===== config.mk =====
export PLATFORM = sky130hd
export DESIGN_NAME = bus_dma_arbiter
export DESIGN_NICKNAME = d
export VERILOG_FILES = /design/src/rtl/gb_bus_pkg.sv /design/src/rtl/oam_dma_engine.sv /design/src/rtl/bus_dma_arbiter.sv
export SDC_FILE = /design/constraint.sdc
export NUM_CORES = 1
export LEC_CHECK = 0
export ABC_CLOCK_PERIOD_IN_PS = 3810
export CAP_MARGIN = 20
export CORE_UTILIZATION = 45
export DETAILED_ROUTE_END_ITERATION = 6
export PLACE_DENSITY_LB_ADDON = 0.3
export SLEW_MARGIN = 20
export SYNTH_ARGS = -nofsm -noshare
export SYNTH_HDL_FRONTEND = slang
export SYNTH_HIERARCHICAL = 1
export SYNTH_SLANG_ARGS = --single-unit

===== constraint.sdc =====
create_clock -name clock -period 3.81 [get_ports clock]
set_input_delay 0.381 -clock clock [delete_from_list [all_inputs] [get_ports clock]]
set_output_delay 0.381 -clock clock [all_outputs]
set_load 0.01 [all_outputs]

===== src/rtl/gb_bus_pkg.sv =====
// Shared Game Boy bus definitions: DMA FSM states, register and memory-map constants.
// Used by the bus arbiter, the OAM DMA engine and later bus devices (HRAM range).
package gb_bus_pkg;

    typedef enum logic [1:0] {
        DMA_IDLE  = 2'd0,
        DMA_SETUP = 2'd1,
        DMA_READ  = 2'd2,
        DMA_WRITE = 2'd3
    } dma_state_e;

    localparam logic [1:0] ST_IDLE  = DMA_IDLE;
    localparam logic [1:0] ST_SETUP = DMA_SETUP;
    localparam logic [1:0] ST_READ  = DMA_READ;
    localparam logic [1:0] ST_WRITE = DMA_WRITE;

    localparam logic [15:0] DMA_REG_ADDR = 16'hFF46;
    localparam logic [15:0] OAM_BASE     = 16'hFE00;
    localparam int          OAM_SIZE     = 160;

    localparam logic [15:0] HRAM_BASE    = 16'hFF80;
    localparam logic [15:0] HRAM_LAST    = 16'hFFFE;

endpackage


===== src/rtl/oam_dma_engine.sv =====
// OAM DMA engine: FSM, byte index, source page and read-data hold; issues the DMA-side bus request.
// Latency: trigger at edge N -> SETUP in N+1, first READ in N+2, then 2 cycles per byte.
// Backpressure: none; the engine owns the bus while busy and a new trigger restarts it.
module oam_dma_engine
    import gb_bus_pkg::*;
#(
    parameter int          DMA_LENGTH = OAM_SIZE,
    parameter logic [15:0] DMA_DEST   = OAM_BASE
) (
    input  logic        clock,
    input  logic        reset,
    input  logic        trigger,
    input  logic [7:0]  trigger_page,
    input  logic [7:0]  bus_rdata,
    output logic        busy,
    output logic [7:0]  src_page,
    output logic [15:0] dma_address,
    output logic        dma_nread,
    output logic        dma_nwrite,
    output logic [7:0]  dma_wdata,
    output logic        dma_wdata_oe
);

    logic [1:0] state;
    logic [7:0] index;
    logic [7:0] data_hold;
    logic       last_byte;

    // Compared one bit wider so a full 256-byte length would still terminate.
    assign last_byte = (({1'b0, index} + 9'd1) == 9'(DMA_LENGTH));

    always_ff @(posedge clock) begin
        if (reset) begin
            state     <= ST_IDLE;
            index     <= 8'd0;
            src_page  <= 8'd0;
            data_hold <= 8'd0;
        end else if (trigger) begin
            state    <= ST_SETUP;
            index    <= 8'd0;
            src_page <= trigger_page;
        end else begin
            case (state)
                ST_SETUP: state <= ST_READ;
                ST_READ: begin
                    data_hold <= bus_rdata;
                    state     <= ST_WRITE;
                end
                ST_WRITE: begin
                    index <= index + 8'd1;
                    state <= last_byte ? ST_IDLE : ST_READ;
                end
                default: state <= ST_IDLE;
            endcase
        end
    end

    always_comb begin
        dma_address  = {src_page, 8'h00} + {8'h00, index};
        dma_nread    = 1'b1;
        dma_nwrite   = 1'b1;
        dma_wdata    = data_hold;
        dma_wdata_oe = 1'b0;
        case (state)
            ST_READ:  dma_nread = 1'b0;
            ST_WRITE: begin
                dma_address  = DMA_DEST + {8'h00, index};
                dma_nwrite   = 1'b0;
                dma_wdata_oe = 1'b1;
            end
            default: ;
        endcase
    end

    assign busy = (state != ST_IDLE);

endmodule


===== src/rtl/bus_dma_arbiter.sv =====
// Shared-bus arbiter between the CPU and the OAM DMA engine; optional macro BUS_DMA_REG_READBACK_EN.
// Latency: CPU path is combinational in IDLE; during DMA all bus outputs come from engine registers.
// Backpressure: cpu_blocked high while DMA runs; CPU reads return 8'hFF and CPU writes are dropped.
module bus_dma_arbiter #(
    parameter int          DMA_LENGTH   = gb_bus_pkg::OAM_SIZE,
    parameter logic [15:0] DMA_DEST     = gb_bus_pkg::OAM_BASE,
    parameter logic [15:0] DMA_REG_ADDR = gb_bus_pkg::DMA_REG_ADDR
) (
    input  logic        clock,
    input  logic        reset,
    input  logic [15:0] cpu_address,
    input  logic        cpu_nread,
    input  logic        cpu_nwrite,
    input  logic [7:0]  cpu_wdata,
    output logic [7:0]  cpu_rdata,
    output logic        cpu_blocked,
    output logic [15:0] address_bus,
    output logic        nread,
    output logic        nwrite,
    output logic        nsel,
    input  logic [7:0]  bus_rdata,
    output logic [7:0]  bus_wdata,
    output logic        bus_wdata_oe
);

    import gb_bus_pkg::*;

    logic        reg_hit;
    logic        trigger;
    logic        readback_rd;
    logic        busy;
    logic [7:0]  src_page;
    logic [15:0] dma_address;
    logic        dma_nread;
    logic        dma_nwrite;
    logic [7:0]  dma_wdata;
    logic        dma_wdata_oe;

    assign reg_hit = (cpu_address == DMA_REG_ADDR);
    // Trigger writes are honoured in every state, which is what makes mid-transfer restart work.
    assign trigger = reg_hit & ~cpu_nwrite;

`ifdef BUS_DMA_REG_READBACK_EN
    assign readback_rd = reg_hit & ~cpu_nread;
`else
    assign readback_rd = 1'b0;
`endif

    oam_dma_engine #(
        .DMA_LENGTH (DMA_LENGTH),
        .DMA_DEST   (DMA_DEST)
    ) u_engine (
        .clock        (clock),
        .reset        (reset),
        .trigger      (trigger),
        .trigger_page (cpu_wdata),
        .bus_rdata    (bus_rdata),
        .busy         (busy),
        .src_page     (src_page),
        .dma_address  (dma_address),
        .dma_nread    (dma_nread),
        .dma_nwrite   (dma_nwrite),
        .dma_wdata    (dma_wdata),
        .dma_wdata_oe (dma_wdata_oe)
    );

    always_comb begin
        if (busy) begin
            address_bus  = dma_address;
            nread        = dma_nread;
            nwrite       = dma_nwrite;
            bus_wdata    = dma_wdata;
            bus_wdata_oe = dma_wdata_oe;
            cpu_rdata    = readback_rd ? src_page : 8'hFF;
        end else begin
            address_bus  = cpu_address;
            nread        = cpu_nread | readback_rd;
            nwrite       = cpu_nwrite;
            bus_wdata    = cpu_wdata;
            bus_wdata_oe = ~cpu_nwrite;
            cpu_rdata    = readback_rd ? src_page : bus_rdata;
        end
    end

    assign nsel        = nread & nwrite;
    assign cpu_blocked = busy;

endmodule

* After elaboration in Yosys (flattened, before gate mapping)
Index checks and enable logic that the tools add are counted.
** Storage, ports and cells
- Bits in registers :: 26
- Latch bits :: 0
- Memory bits (writable) :: 0
- ROM bits :: 0
- Input port bits :: 36
- Output and inout bits :: 37
- Logic and storage cells :: 34
- Memories :: 0
** Cells by class
- Add/sub/neg operators :: 4
- Multipliers :: 0
- Div/mod/pow operators :: 0
- $lt $le $gt $ge :: 0
- Equal/unequal tests :: 5
- Shift operators :: 0
- Muxes and demuxes :: 13
- Bitwise operators :: 4
- Reductions and logical operators :: 3
** Operators with widths (count)
- $mux 16 :: 2
- $add 16x8->16 :: 1
- $eq 16x16->1 const B :: 1
- $mux 8 :: 2
- $add 10x9->11 const A :: 1
- $add 8x1->9 const B :: 1
- $eq 9x8->1 const B :: 1
- $add 8x1->8 const B :: 1
- $mux 1 :: 7
- $pmux 2 s3 :: 1
- $eq 2x2->1 const B :: 2
- $and 1x1->1 :: 2
- $eq 2x1->1 const B :: 1
- $mux 2 :: 1
- $not 1->1 :: 2
- $reduce_and 2->1 :: 1
- $reduce_bool 2->1 :: 1
- $reduce_or 2->1 :: 1

* Longest topological paths before layout
- Depth in word-level cells :: 5
- Depth in mapped cells :: 7
- Depth with buffers taken out :: 6

* Hierarchy
Netlist, hierarchy kept.
** Modules (own cells, without submodules)
- oam_dma_engine :: times used 1, cells an instance 125, area an instance 1158.6 um2, sequential area each 520.5 um2
- bus_dma_arbiter :: times used 1, cells an instance 48, area an instance 431.7 um2, sequential area each 0.0 um2

* Least setup slack after synthesis
Ideal clock, no wire load.
- Kind :: input to register
- From :: in cpu_address[5]
- To :: reg u_engine.data_hold[0] (netlist: u_engine/dma_wdata[0])
- Setup time :: 0.128 ns
- Arrival :: 1.721 ns
- Data required time :: 3.682 ns
- Slack :: 1.962 ns
- Stages on the path :: 6
- Buffers on the path :: 1
- Cells stage by stage :: or4b_4 -> nor4_2 -> buf_2 -> nor2_4 -> mux2i_1 -> nor2_1
** Between the ends
- Longest elaborated chain between the ends :: 4
** Ends and longest elaborated chain
- from (decl) :: RTL line bus_dma_arbiter.sv:11 : input logic [15:0] cpu_address,
- $eq 16x16->1 :: RTL line bus_dma_arbiter.sv:39 : assign reg_hit = (cpu_address == DMA_REG_ADDR);
- $and 1x1->1 :: RTL line bus_dma_arbiter.sv:41 : assign trigger = reg_hit & ~cpu_nwrite;
- via trigger :: RTL line bus_dma_arbiter.sv:29 : logic trigger;
- $not 1->1 (no line)
- $reduce_and 2->1 (no line)
- to (signal assigned) :: RTL line oam_dma_engine.sv:46 : data_hold <= bus_rdata;
- to (decl) :: RTL line oam_dma_engine.sv:26 : logic [7:0] data_hold;
The timed path passes the listed nets, and every way through them passes these cells.
A chain may end at the register's enable or synchronous reset.

* Final worst setup path
- From :: reg u_engine.state[1]
- To :: out bus_wdata[2]
** Between the ends
- Longest elaborated chain between the ends :: 2
** Ends and longest elaborated chain
- from (decl) :: RTL line oam_dma_engine.sv:24 : logic [1:0] state;
- from (signal assigned) :: RTL line oam_dma_engine.sv:51 : state <= last_byte ? ST_IDLE : ST_READ;
- $reduce_bool 2->1 :: RTL line oam_dma_engine.sv:75 : assign busy = (state != ST_IDLE);
- $mux 8 :: RTL line bus_dma_arbiter.sv:68 : if (busy) begin
- to (decl) :: RTL line bus_dma_arbiter.sv:22 : output logic [7:0] bus_wdata,
Every way passes these cells.

==> metrics.json <==
{
  "via_per_inst": {"value": 5.18},
  "gp_routability_congestion": {"value": 0.803},
  "num_vias": {"value": 1475},
  "grt_max_degree": {"value": 25},
  "totalNegativeSetupSlack": {"value": 0, "unit": "ns"},
  "start_util": {"value": 0.473},
  "final_min_period_over_clock_period": {"value": 0.728},
  "critPathBufInv": {"value": 3},
  "number_of_enable_type_register_cells_in_the_synthesized_netlist": {"value": 0},
  "path_cells": {"value": "nor2_1 -> inv_1 -> buf_4 -> mux2_2 -> clkdlybuf4s50_1"},
  "result_of_the_run": {"value": "complete, no violations"},
  "clk_pin_slew": {"value": 0.14, "unit": "ns"},
  "critPathArrivalTime": {"value": 2.39, "unit": "ns"},
  "global_route.overflow_total": {"value": 0},
  "max_slew_violation_count": {"value": 0},
  "final-hold-violation-count": {"value": 0},
  "holdCritStartpoint": {"value": "u_engine/src_page[6]"},
  "cts_num_sinks": {"value": 26},
  "syn-cell-area": {"value": 1590, "unit": "um^2"},
  "synth_warnings": {"value": 6},
  "fp-row-count": {"value": 21},
  "track_usage": {"value": 0.226},
  "post_cts_resize_count": {"value": 0},
  "cp-end-kind": {"value": "output port"},
  "dominantRegCellSynth": {"value": "dfxtp_1"},
  "grt_first_pass_wirelength": {"value": 6290, "unit": "um"},
  "via_count_of_the_first_global_routing_pass": {"value": 1323},
  "antenna_violations_before_repair": {"value": 0},
  "worstPathRequired": {"value": 3.43, "unit": "ns"},
  "finalClockSkew": {"value": 0.00545, "unit": "ns"},
  "drtPass1Iterations": {"value": 4},
  "clock_tree.htree_level_count": {"value": 1},
  "io_pins": {"value": 73},
  "vdd.ir_drop.worst": {"value": 0.230, "unit": "mV"},
  "syn_nets": {"value": 211},
  "crit-reg2reg-launch": {"value": "u_engine/index[0]"},
  "period_needed": {"value": 2.77, "unit": "ns"},
  "flow.area_growth_from_synthesis": {"value": 49.3, "unit": "%"},
  "critical_path.startpoint": {"value": "u_engine/state[1]"},
  "ys_async_sr_fraction": {"value": 0},
  "slack_of_the_worst_reg_to_reg_path": {"value": 2.12, "unit": "ns"},
  "avg_synthesized_cell_area": {"value": 9.19, "unit": "um^2"},
  "cts_inserted_buffers": {"value": 3},
  "fillCellCount": {"value": 291},
  "place_worst_setup_slack": {"value": 1.40, "unit": "ns"},
  "worst_hold_path_type": {"value": "register to register"},
  "cts_tree": {"value": "built"},
  "post_cts_hold_fix_bufs": {"value": 0},
  "power_density_over_the_cells": {"value": 246, "unit": "nW/um^2"},
  "critical_path.top_delay_family": {"value": "buffers and inverters"},
  "path_type_of_the_worst_setup_path": {"value": "register to output port"},
  "die_h": {"value": 61.4, "unit": "um"},
  "startpoint_type": {"value": "register"},
  "synthCells": {"value": 173},
  "detail_route.wirelength": {"value": 3990, "unit": "um"},
  "post_detailed_route_count_of_antenna_violating_nets": {"value": 0},
  "maxClockFrequency": {"value": 361, "unit": "MHz"},
  "setup_slack": {"value": 1.04, "unit": "ns"},
  "timing.slew.headroom": {"value": 0.555},
  "synth_cell_types": {"value": 37},
  "core": {"value": 3360, "unit": "um^2"},
  "total_power": {"value": 0.000584, "unit": "W"},
  "port-buffer-count": {"value": 72},
  "synth.yosys.seq_area_share": {"value": 0.327},
  "setup_viol_count_final": {"value": 0},
  "seq_area": {"value": 520, "unit": "um^2"},
  "timing_worst_slew_pin_value": {"value": 0.665, "unit": "ns"},
  "cts.path.max_buffers": {"value": 2},
  "unrepaired_setup_endpoints_after_global_routing": {"value": "false"},
  "avgRoutedWirePerCell": {"value": 14.0, "unit": "um"},
  "crit_path_top_delay_cell": {"value": "clkdlybuf4s50_1"},
  "die_w": {"value": 61.4, "unit": "um"},
  "clk-insertion-delay-late": {"value": 0.33, "unit": "ns"},
  "drive_above_1_share": {"value": 0.188},
  "num-nets-final": {"value": 278},
  "max-cap-violations": {"value": 0},
  "cpPeakStageDelay": {"value": 0.49, "unit": "ns"},
  "post-cts-setup-buffer-count": {"value": 0},
  "power.static_leakage": {"value": 0.870, "unit": "nW"},
  "mostFrequentLayoutCell": {"value": "clkdlybuf4s50_1"},
  "first_iter_violations": {"value": 71},
  "clock_tree.root_cell": {"value": "clkbuf_4"},
  "synth-seq-cells": {"value": 26},
  "antenna-diode-count": {"value": 0},
  "dieArea": {"value": 3780, "unit": "um^2"},
  "detailedPlacementHpwl": {"value": 3070, "unit": "um"},
  "layout.cells.most_common_list": {"value": "72 x clkdlybuf4s50_1, 26 x mux2_2, 26 x dfxtp_1, 24 x nor2_1, 17 x mux2i_1"},
  "cp_max_fo": {"value": 24},
  "multi_input_area": {"value": 997, "unit": "um^2"},
  "post-route-drc-count": {"value": 0}
}
[state kept, by name (all words and copies together) (netlist names)]
register            count
u_engine/dma_wdata      8
u_engine/index          8
u_engine/src_page       8
u_engine/state          2
[synthesized netlist by cell type (2+ instances only)]
master,instances,area [um^2]
xor2_1,2,17.5
clkbuf_1,5,18.8
nand2_1,8,30.0
dfxtp_1,26,521
mux2i_1,17,170
inv_1,2,7.51
a21oi_1,3,15.0
buf_4,3,22.5
and2_1,2,12.5
nand2b_1,8,50.1
buf_2,4,20.0
ha_1,2,25.0
nand4_1,3,18.8
a211oi_1,2,15.0
nand3_1,2,10.0
nor3_1,4,20.0
nor2_1,24,90.1
or2_2,8,50.1
xnor2_1,5,43.8
mux2_2,26,293
[cells by family after synthesis]
kind of cell    after synthesis  synth area share
simple gates                 69             0.238
mux                          43             0.291
flops                        26             0.327
buf+inv                      15            0.0456
compound gates               11            0.0441
xor+xnor                      7            0.0386
fa+ha+maj                     2            0.0157
[layout make-up]
class / count / share of cell area
clock buffer: 3 / 0.00948
multi-input combinational: 132 / 0.420
inverter: 3 / 0.00474
timing repair buffer: 74 / 0.310
sequential: 26 / 0.219
tap: 46 / 0.0242
clock inverter: 1 / 0.0126
[worst min-delay path, stage by stage (launching register included)]
cell and delay [ns]:
dfxtp_1 0.35, mux2i_1 0.06, nor2_1 0.07
[routing by layer]
layer  vias up  global-route usage  wire length [um]
met5         -                   0                 0
met4         0              0.0730                37
met3         4              0.0441               227
met2        52               0.346              1900
met1       689               0.320              1820
li1        730                   -                 -
[power by group]
part / switching, W / leakage, nW / internal [W]
registers: 0.00000000271 / 0.209 / 0.000272
logic: 0.0000392 / 0.632 / 0.0000805
clock network: 0.0000862 / 0.0279 / 0.000106
[final timing paths]
kind | to | depth (start not counted)
worst max-delay path | bus_wdata[2] | 5
worst min-delay path | u_engine/src_page[6] | 2
worst max register to register | u_engine/state[1] | 5
worst min register to register | u_engine/src_page[6] | 2
[metrics by stage]
step | cell area, um^2 | std cells | utilization | hold slack (ns)
after global routing | 2370 | 285 | 0.706 | 0.548
after floorplan | 1590 | 173 | - | 0.451
after global placement | 2320 | 281 | 0.690 | 0.464
after CTS | 2370 | 285 | 0.706 | 0.506
final | 2370 | 285 | 0.706 | 0.510
after detailed placement | 2320 | 281 | 0.690 | 0.472
Note: power is estimated with default switching activity, not from simulation.
